===== src/rtl/ram_seq_ctrl_pkg.sv =====
// ram_seq_pkg: shared state encoding and default geometry for the RAM sequencer.
package ram_seq_pkg;
    localparam int ADDR_W_DEF = 5;
    localparam int DATA_W_DEF = 8;
    localparam int RAM_DEPTH  = 2 ** ADDR_W_DEF;
    typedef enum logic [2:0] {IDLE, FILL, SCAN_RD, SCAN_CAP, SCAN_WAIT} state_t;
endpackage


===== src/rtl/ram_seq_ctrl_tick_counter.sv =====
// tick_counter: counts 0..TICK_DIV-3 while enabled, flags the terminal count.
module tick_counter #(
    parameter int TICK_DIV = 50000000
) (
    input  logic clk,
    input  logic rst,
    input  logic clr,
    input  logic en,
    output logic tc
);
    localparam int CW = $clog2(TICK_DIV);
    logic [CW-1:0] cnt;
    assign tc = cnt == CW'(TICK_DIV - 3);
    always_ff @(posedge clk or posedge rst) begin
        if (rst) cnt <= '0;
        else if (clr) cnt <= '0;
        else if (en) cnt <= tc ? '0 : cnt + 1'b1;
    end
endmodule


===== src/rtl/ram_seq_ctrl.sv =====
// ram_seq_ctrl: manual pass-through, fill and slow-scan sequencer in front of a single-port RAM.
// Define RAM_SCAN_LOOP_EN to make the scan wrap continuously until start_scan is seen in SCAN_WAIT.
module ram_seq_ctrl
    import ram_seq_pkg::*;
#(
    parameter int ADDR_W   = ADDR_W_DEF,
    parameter int DATA_W   = DATA_W_DEF,
    parameter int TICK_DIV = 50000000
) (
    input  logic              CLOCK_50,
    input  logic              reset,
    input  logic              start_fill,
    input  logic              start_scan,
    input  logic [DATA_W-1:0] fill_seed,
    input  logic [ADDR_W-1:0] man_addr,
    input  logic [DATA_W-1:0] man_data,
    input  logic              man_wren,
    input  logic [DATA_W-1:0] ram_q,
    output logic [ADDR_W-1:0] ram_addr,
    output logic [DATA_W-1:0] ram_data,
    output logic              ram_wren,
    output logic [ADDR_W-1:0] cur_addr,
    output logic [DATA_W-1:0] cur_data,
    output logic              busy,
    output logic              done
);
    state_t state, state_n;
    logic [ADDR_W-1:0] index;
    logic tc, last, scan_end, idle;

    tick_counter #(.TICK_DIV(TICK_DIV)) u_tick (
        .clk(CLOCK_50),
        .rst(reset),
        .clr(state == SCAN_CAP),
        .en (state == SCAN_WAIT),
        .tc (tc)
    );

    assign last = &index;
`ifdef RAM_SCAN_LOOP_EN
    logic stop_req;
    assign scan_end = stop_req | start_scan;
    always_ff @(posedge CLOCK_50 or posedge reset) begin
        if (reset) stop_req <= 1'b0;
        else stop_req <= (state == SCAN_WAIT) & (stop_req | start_scan);
    end
`else
    assign scan_end = last;
`endif

    always_ff @(posedge CLOCK_50 or posedge reset) begin
        if (reset) state <= IDLE;
        else state <= state_n;
    end

    always_comb begin
        state_n = state;
        case (state)
            IDLE:      state_n = start_fill ? FILL : start_scan ? SCAN_RD : IDLE;
            FILL:      state_n = last ? IDLE : FILL;
            SCAN_RD:   state_n = SCAN_CAP;
            SCAN_CAP:  state_n = SCAN_WAIT;
            SCAN_WAIT: state_n = tc ? (scan_end ? IDLE : SCAN_RD) : SCAN_WAIT;
            default:   state_n = IDLE;
        endcase
    end

    // Reset gates the write strobe because the idle mux would otherwise pass man_wren through.
    always_comb begin
        idle     = state == IDLE;
        busy     = !idle;
        ram_addr = idle ? man_addr : index;
        ram_data = idle ? man_data : fill_seed + DATA_W'(index);
        ram_wren = !reset && (idle ? man_wren : state == FILL);
    end

    always_ff @(posedge CLOCK_50 or posedge reset) begin
        if (reset) begin
            index    <= '0;
            cur_addr <= '0;
            cur_data <= '0;
            done     <= 1'b0;
        end else begin
            done <= (state == FILL && last) || (state == SCAN_WAIT && tc && scan_end);
            if (idle) index <= '0;
            else if (state == FILL || (state == SCAN_WAIT && tc)) index <= index + 1'b1;
            if (state == SCAN_CAP) begin
                cur_addr <= index;
                cur_data <= ram_q;
            end
        end
    end
endmodule


===== config.mk =====
export PLATFORM = sky130hd
export DESIGN_NAME = ram_seq_ctrl
export DESIGN_NICKNAME = d
export VERILOG_FILES = /design/src/rtl/ram_seq_ctrl_pkg.sv /design/src/rtl/ram_seq_ctrl_tick_counter.sv /design/src/rtl/ram_seq_ctrl.sv
export SDC_FILE = /design/constraint.sdc
export NUM_CORES = 1
export LEC_CHECK = 0
export ABC_AREA = 1
export CORE_UTILIZATION = 25
export DETAILED_ROUTE_END_ITERATION = 12
export PLACE_DENSITY = 0.48
export SYNTH_ARGS = -nofsm -noshare
export SYNTH_HDL_FRONTEND = slang
export SYNTH_SLANG_ARGS = --single-unit
export TNS_END_PERCENT = 10

===== constraint.sdc =====
create_clock -name CLOCK_50 -period 2.8 [get_ports CLOCK_50]
set_clock_uncertainty 0.05 [all_clocks]
set_input_delay 0.56 -clock CLOCK_50 [delete_from_list [all_inputs] [get_ports CLOCK_50]]
set_output_delay 0.56 -clock CLOCK_50 [all_outputs]
set_load 0.03 [all_outputs]

### After elaboration in Yosys (flattened, before gate mapping)

Index checks and enable logic that the tools add are counted.

| operators by class | value |
|---|---|
| equality and inequality tests | 5 |
| reductions and logical operators | 12 |
| add/sub/neg operators | 3 |
| div/mod/pow operators | 0 |
| bitwise logic cells | 0 |
| $mul | 0 |
| shift-type cells | 0 |
| $lt $le $gt $ge | 0 |
| mux-type cells | 14 |

Operator list:

| kind | count |
|---|---|
| 26-bit two-way mux | 3 |
| 26-bit by 1-bit adder with 26-bit output, second input constant | 1 |
| 26-bit == test, second input constant | 1 |
| 5-bit two-way mux | 3 |
| 3-bit case mux with 5 select lines | 1 |
| 8-bit by 5-bit adder with 8-bit output | 1 |
| 8-bit two-way mux | 1 |
| 3-bit by 2-bit == test with 1-bit output, second input constant | 2 |
| 2-bit two-way mux | 3 |
| 5-bit by 1-bit adder with 5-bit output, second input constant | 1 |
| 5-bit AND reduction | 1 |
| 1-bit logical AND | 4 |
| 2-bit nonzero test | 2 |
| 3-bit by 1-bit == test with 1-bit output, second input constant | 1 |
| 3-bit == test, second input constant | 1 |
| 3-bit zero test | 1 |
| 3-bit two-way mux | 1 |
| 1-bit zero test | 2 |
| 1-bit logical OR | 2 |
| 1-bit two-way mux | 2 |

| word-level totals | value |
|---|---|
| bits of input ports | 34 |
| ROM bits | 0 |
| latch bits | 0 |
| memories kept | 0 |
| logic and storage cells | 40 |
| register bits after elaboration | 48 |
| memory bits (writable) | 0 |

### Logic depth before layout (Yosys ltp)

| depth | value |
|---|---|
| word-level depth | 5 |
| gate-level depth with buffers | 11 |

### Modules after synthesis

Synthesis repeated with hierarchy kept, for this count alone.

| unflattened totals | value |
|---|---|
| cell total of the unflattened synthesis | 422 |
| area total of the unflattened synthesis | 3060.4 µm² |

Modules (own cells, without submodules):

| module | area an instance (µm²) | cells each | instances |
|---|---|---|---|
| tick_counter | 1656.6 | 231 | 1 |
| ram_seq_ctrl | 1403.8 | 191 | 1 |

### Worst setup path before layout

No wires, ideal clock.

| path | value |
|---|---|
| kind | input-to-output |
| start point | in fill_seed[0] |
| end point | out ram_data[4] |
| data required time | 2.190 ns |
| stages | 6 |
| arrival | 2.088 ns |
| buffers on the path | 0 |
| setup slack | 0.102 ns |
| cells stage by stage | ha_1 -> inv_1 -> fa_1 -> o21ai_0 -> nor2_1 -> o21ai_0 |

| between the ends | value |
|---|---|
| longest elaborated chain between the ends | 2 |

Ends and longest elaborated chain:

| element | RTL line | text |
|---|---|---|
| start, declared | ram_seq_ctrl.sv:14 | `input logic [DATA_W-1:0] fill_seed,` |
| 8-bit by 5-bit adder with 8-bit output | ram_seq_ctrl.sv:73 | `ram_data = idle ? man_data : fill_seed + DATA_W'(index);` |
| 8-bit two-way mux | ram_seq_ctrl.sv:73 |  |
| end, declared | ram_seq_ctrl.sv:20 | `output logic [DATA_W-1:0] ram_data,` |

No other way between the ends.

### Final worst setup path

| path | value |
|---|---|
| start point | in fill_seed[2] |
| end point | out ram_data[5] |

The elaborated chain is that of the path after synthesis.

==> summary.txt <==
Cells and area
  • Nets: approximately 510
  • Reg area: 1200 um^2
  • Non-Filler Instances: 607
  • Fraction of layout cells with a size suffix above 1: 14.9%
  • Multi-input gate area: 1590 um^2
  • Final instance area: 3980 um^2
  • Post-layout util: between 30% and 40%
  • Layout fillers: 1213
  • Antenna cells: 0
  • Layout area overhead: 35.4%

Synthesis
  • Mapped Cells: just under 400
  • Share of the yosys chip area belonging to registers: between 40% and 50%
  • Average cell area after synthesis: 7.52 um^2
  • Synth cell types: 30
  • YS warnings: 0
  • Synthesized area: 2940 um^2
  • Flops & latches, synth: 48
  • Syn nets: between 400 and 500

Setup path
  • Startpoint of the worst-slack reg-to-reg timing path: state[2]$_DFF_PP0_
  • CP required: approximately 2200 ps
  • Worst Path Arrival: 2080 ps
  • Cell depth of the worst flop-to-flop path: 7
  • Crit Path Category: input pin to primary output
  • Reg2reg end: u_tick.cnt[25]$_DFFE_PP0P_
  • Crit-path max FO: 4
  • CP startpoint kind: input pin
  • R2R Setup Slk: 780 ps
  • CP endpoint kind: primary output

Place
  • Port buffer count: 62
  • DP HPWL: 5620 um
  • Routability cong.: approximately 0.75
  • Cell Area, Placed: 3730 um^2
  • Inst Count DP: a little under 600

Global routing
  • Largest net degree at the start of global routing: 26
  • Antenna violations before repair: 0
  • Grt total ovfl: 0
  • Total Routing Usage GR: ~13%
  • Number of global-route vias before repair: 2718
  • First-pass GRT wire length: 13000 um

Die
  • Ports: 63
  • Die H: ~110 um
  • Core ar.: ~11000 um^2
  • Initial Utilization: 25.8%
  • Die width: 110 um
  • Die area: around 12000 um^2
  • # rows: 39

STA
  • Setup-failing EPs final: 0
  • Final hold viol count: 0
  • Worst-Margin Slew: 716 ps
  • Minimum clock period: 2690 ps
  • RSZ-0062 raised after global routing: true
  • Slew margin rel.: approximately 52%
  • Max Freq: 372 MHz
  • Final Max Slew Viols: 0
  • Period utilization: 96.1%

Power
  • LEAKAGE: between 1.5 and 2 nW
  • Worst vdd ir: slightly below 0.3 mV
  • PwrDens: 387 nW/um^2

Hold path
  • Hold depth: 2
  • Worst Hold Path EP: cur_addr[3]$_DFFE_PP0N_
  • Hold crit path type: register to register
  • HP Start: cur_addr[3]$_DFFE_PP0N_

Flow run
  • Max cap viols: 0

Route
  • Via count: 2717
  • WL final: 7450 um
  • Drt drc: 0
  • Wire per inst: between 10 and 15 um
  • Iteration count of the initial detailed-routing pass: 4
  • Starting DRT DRC Count: 90
  • Vias per cell: roughly 4.5
  • Post-route ant nets: 0

Clocking
  • Clock Sinks: 48
  • Worst-path clk slew: 70 ps
  • CTS tree: built
  • Later-pin clock latency in the skew report: 290 ps
  • # H-tree levels: 2
  • Bufs on Longest Clock Path: 2
  • Cts bufs inserted: 5
  • Clock Root Buffer: clkbuf_16

Run status
  • Status: completed
cell type report:
type | instances | share of cell area, %
flip-flops and latches | 48 | 30.2
multi-input cells | 296 | 40.0
clock buffers | 5 | 3.14
well taps | 143 | 4.50
clock inverters | 3 | 1.16
repair buffers | 74 | 17.4
inverters | 38 | 3.58
worst max-delay path, cell delays in order:
cell and delay (ps):
clkdlybuf4s50_1 510, ha_4 230, a21oi_2 150, nand2_2 100, a21oi_2 130, and2_1 130
o21ai_1 70, nand2_1 60, buf_4 150
Yosys cell counts:
| library cell | n | area share (%) |
|---|---|---|
| nand4_1 | 3 | 0.64 |
| nand2_1 | 117 | 15 |
| xnor2_1 | 3 | 0.89 |
| a21oi_2 | 1 | 0.30 |
| nor2_4 | 1 | 0.38 |
| inv_1 | 38 | 4.9 |
| nor2_2 | 6 | 1.3 |
| clkbuf_1 | 5 | 0.64 |
| a31oi_1 | 2 | 0.43 |
| dfrtp_1 | 48 | 41 |
| buf_2 | 2 | 0.34 |
| a21oi_1 | 11 | 1.9 |
| nor3_1 | 4 | 0.68 |
| o221ai_1 | 1 | 0.30 |
| o21ai_1 | 8 | 1.4 |
| ha_1 | 9 | 3.8 |
| o22ai_1 | 4 | 0.85 |
| buf_6 | 2 | 0.77 |
| xor2_1 | 11 | 3.3 |
| nand2_2 | 4 | 0.85 |
| nand3_1 | 27 | 4.6 |
| nand3_2 | 4 | 1.4 |
| and2_1 | 2 | 0.43 |
| nor2_1 | 34 | 4.3 |
| nand3b_1 | 1 | 0.26 |
| a21boi_0 | 1 | 0.26 |
| o211ai_1 | 1 | 0.26 |
| mux2_2 | 8 | 3.1 |
| fa_1 | 1 | 0.68 |
| o21ai_0 | 32 | 5.4 |
kinds of logic (layout without fill, tap and decap cells):
logic type / count (synthesis) / after routing / share of synthesized area, %
AOI/OAI and AO/OA: 61 / 61 / 11.1
buffers and inverters: 47 / 120 / 6.60
adders and majority gates: 10 / 10 / 4.51
DFF: 48 / 48 / 40.9
xor gates and xnor gates: 14 / 14 / 4.17
muxes: 8 / 8 / 3.06
and+or+nand+nor: 203 / 203 / 29.7
placed cells by master (no fill, tap or decap), types with 8 or more instances in the layout:
cell type / Yosys / routed
inv_1: 38 / 36
nand2_1: 117 / 116
dfrtp_1: 48 / 48
nor2_1: 34 / 34
mux2_2: 8 / 8
xor2_1: 11 / 11
o21ai_1: 8 / 10
buf_4: 0 / 24
clkdlybuf4s50_1: 0 / 46
o21ai_0: 32 / 29
nand3_1: 27 / 27
a21oi_1: 11 / 8
timing repair:
item | 4_1_cts | 5_1_grt
hold buffers | 0 | 0
gates resized for setup | 8 | 9
pin swaps | 5 | 4
setup buffers | 2 | 1
endpoints found under the setup margin | 3 | 5
state kept, by name, summed over array words and instances, names as in the netlist:
register	count
index	5
done	1
cur_addr	5
u_tick.cnt	26
cur_data	8
state	3
how the worst max path moves through the flow:
stage	startpoint	to	slack, ps	depth (start not counted)
final	fill_seed[2]	ram_data[5]	110	9
after global routing	fill_seed[2]	ram_data[5]	-7	9
after CTS	fill_seed[2]	ram_data[5]	-40	9
after detailed placement	fill_seed[0]	ram_data[6]	-270	12
after global placement	fill_seed[0]	ram_data[6]	-240	12
after floorplan	fill_seed[0]	ram_data[4]	100	6
metal layers:
layer / part of all wire, % / wire length [um] / GRT usage (%)
met1: 48 / 3570 / 16.4
met2: 47 / 3520 / 22.1
met3: 3.9 / 287 / 2.58
met4: 0.97 / 72 / 3.20
met5: 0 / 0 / 0
through the flow:
step / hold WS, ps / TNS [ps] / setup WS (ps) / power (mW)
6_report: 437 / 0 / 110 / 1.54
5_1_grt: 473 / -7.26 / -7.26 / 1.60
4_1_cts: 443 / -40.3 / -40.3 / 1.56
3_5_place_dp: 426 / -520 / -271 / 0.851
3_3_place_gp: 417 / -484 / -238 / 0.850
2_1_floorplan: 443 / 0 / 102 / 0.767
where the power goes:
part           leakage [nW]  total, mW  internal [mW]  switching [mW]
registers             0.637      0.701          0.699         0.00276
logic                  1.05      0.137         0.0735          0.0634
clock network        0.0804      0.703          0.425           0.278
total                  1.76       1.54           1.20           0.344
Note: power is estimated with default switching activity, not from simulation.
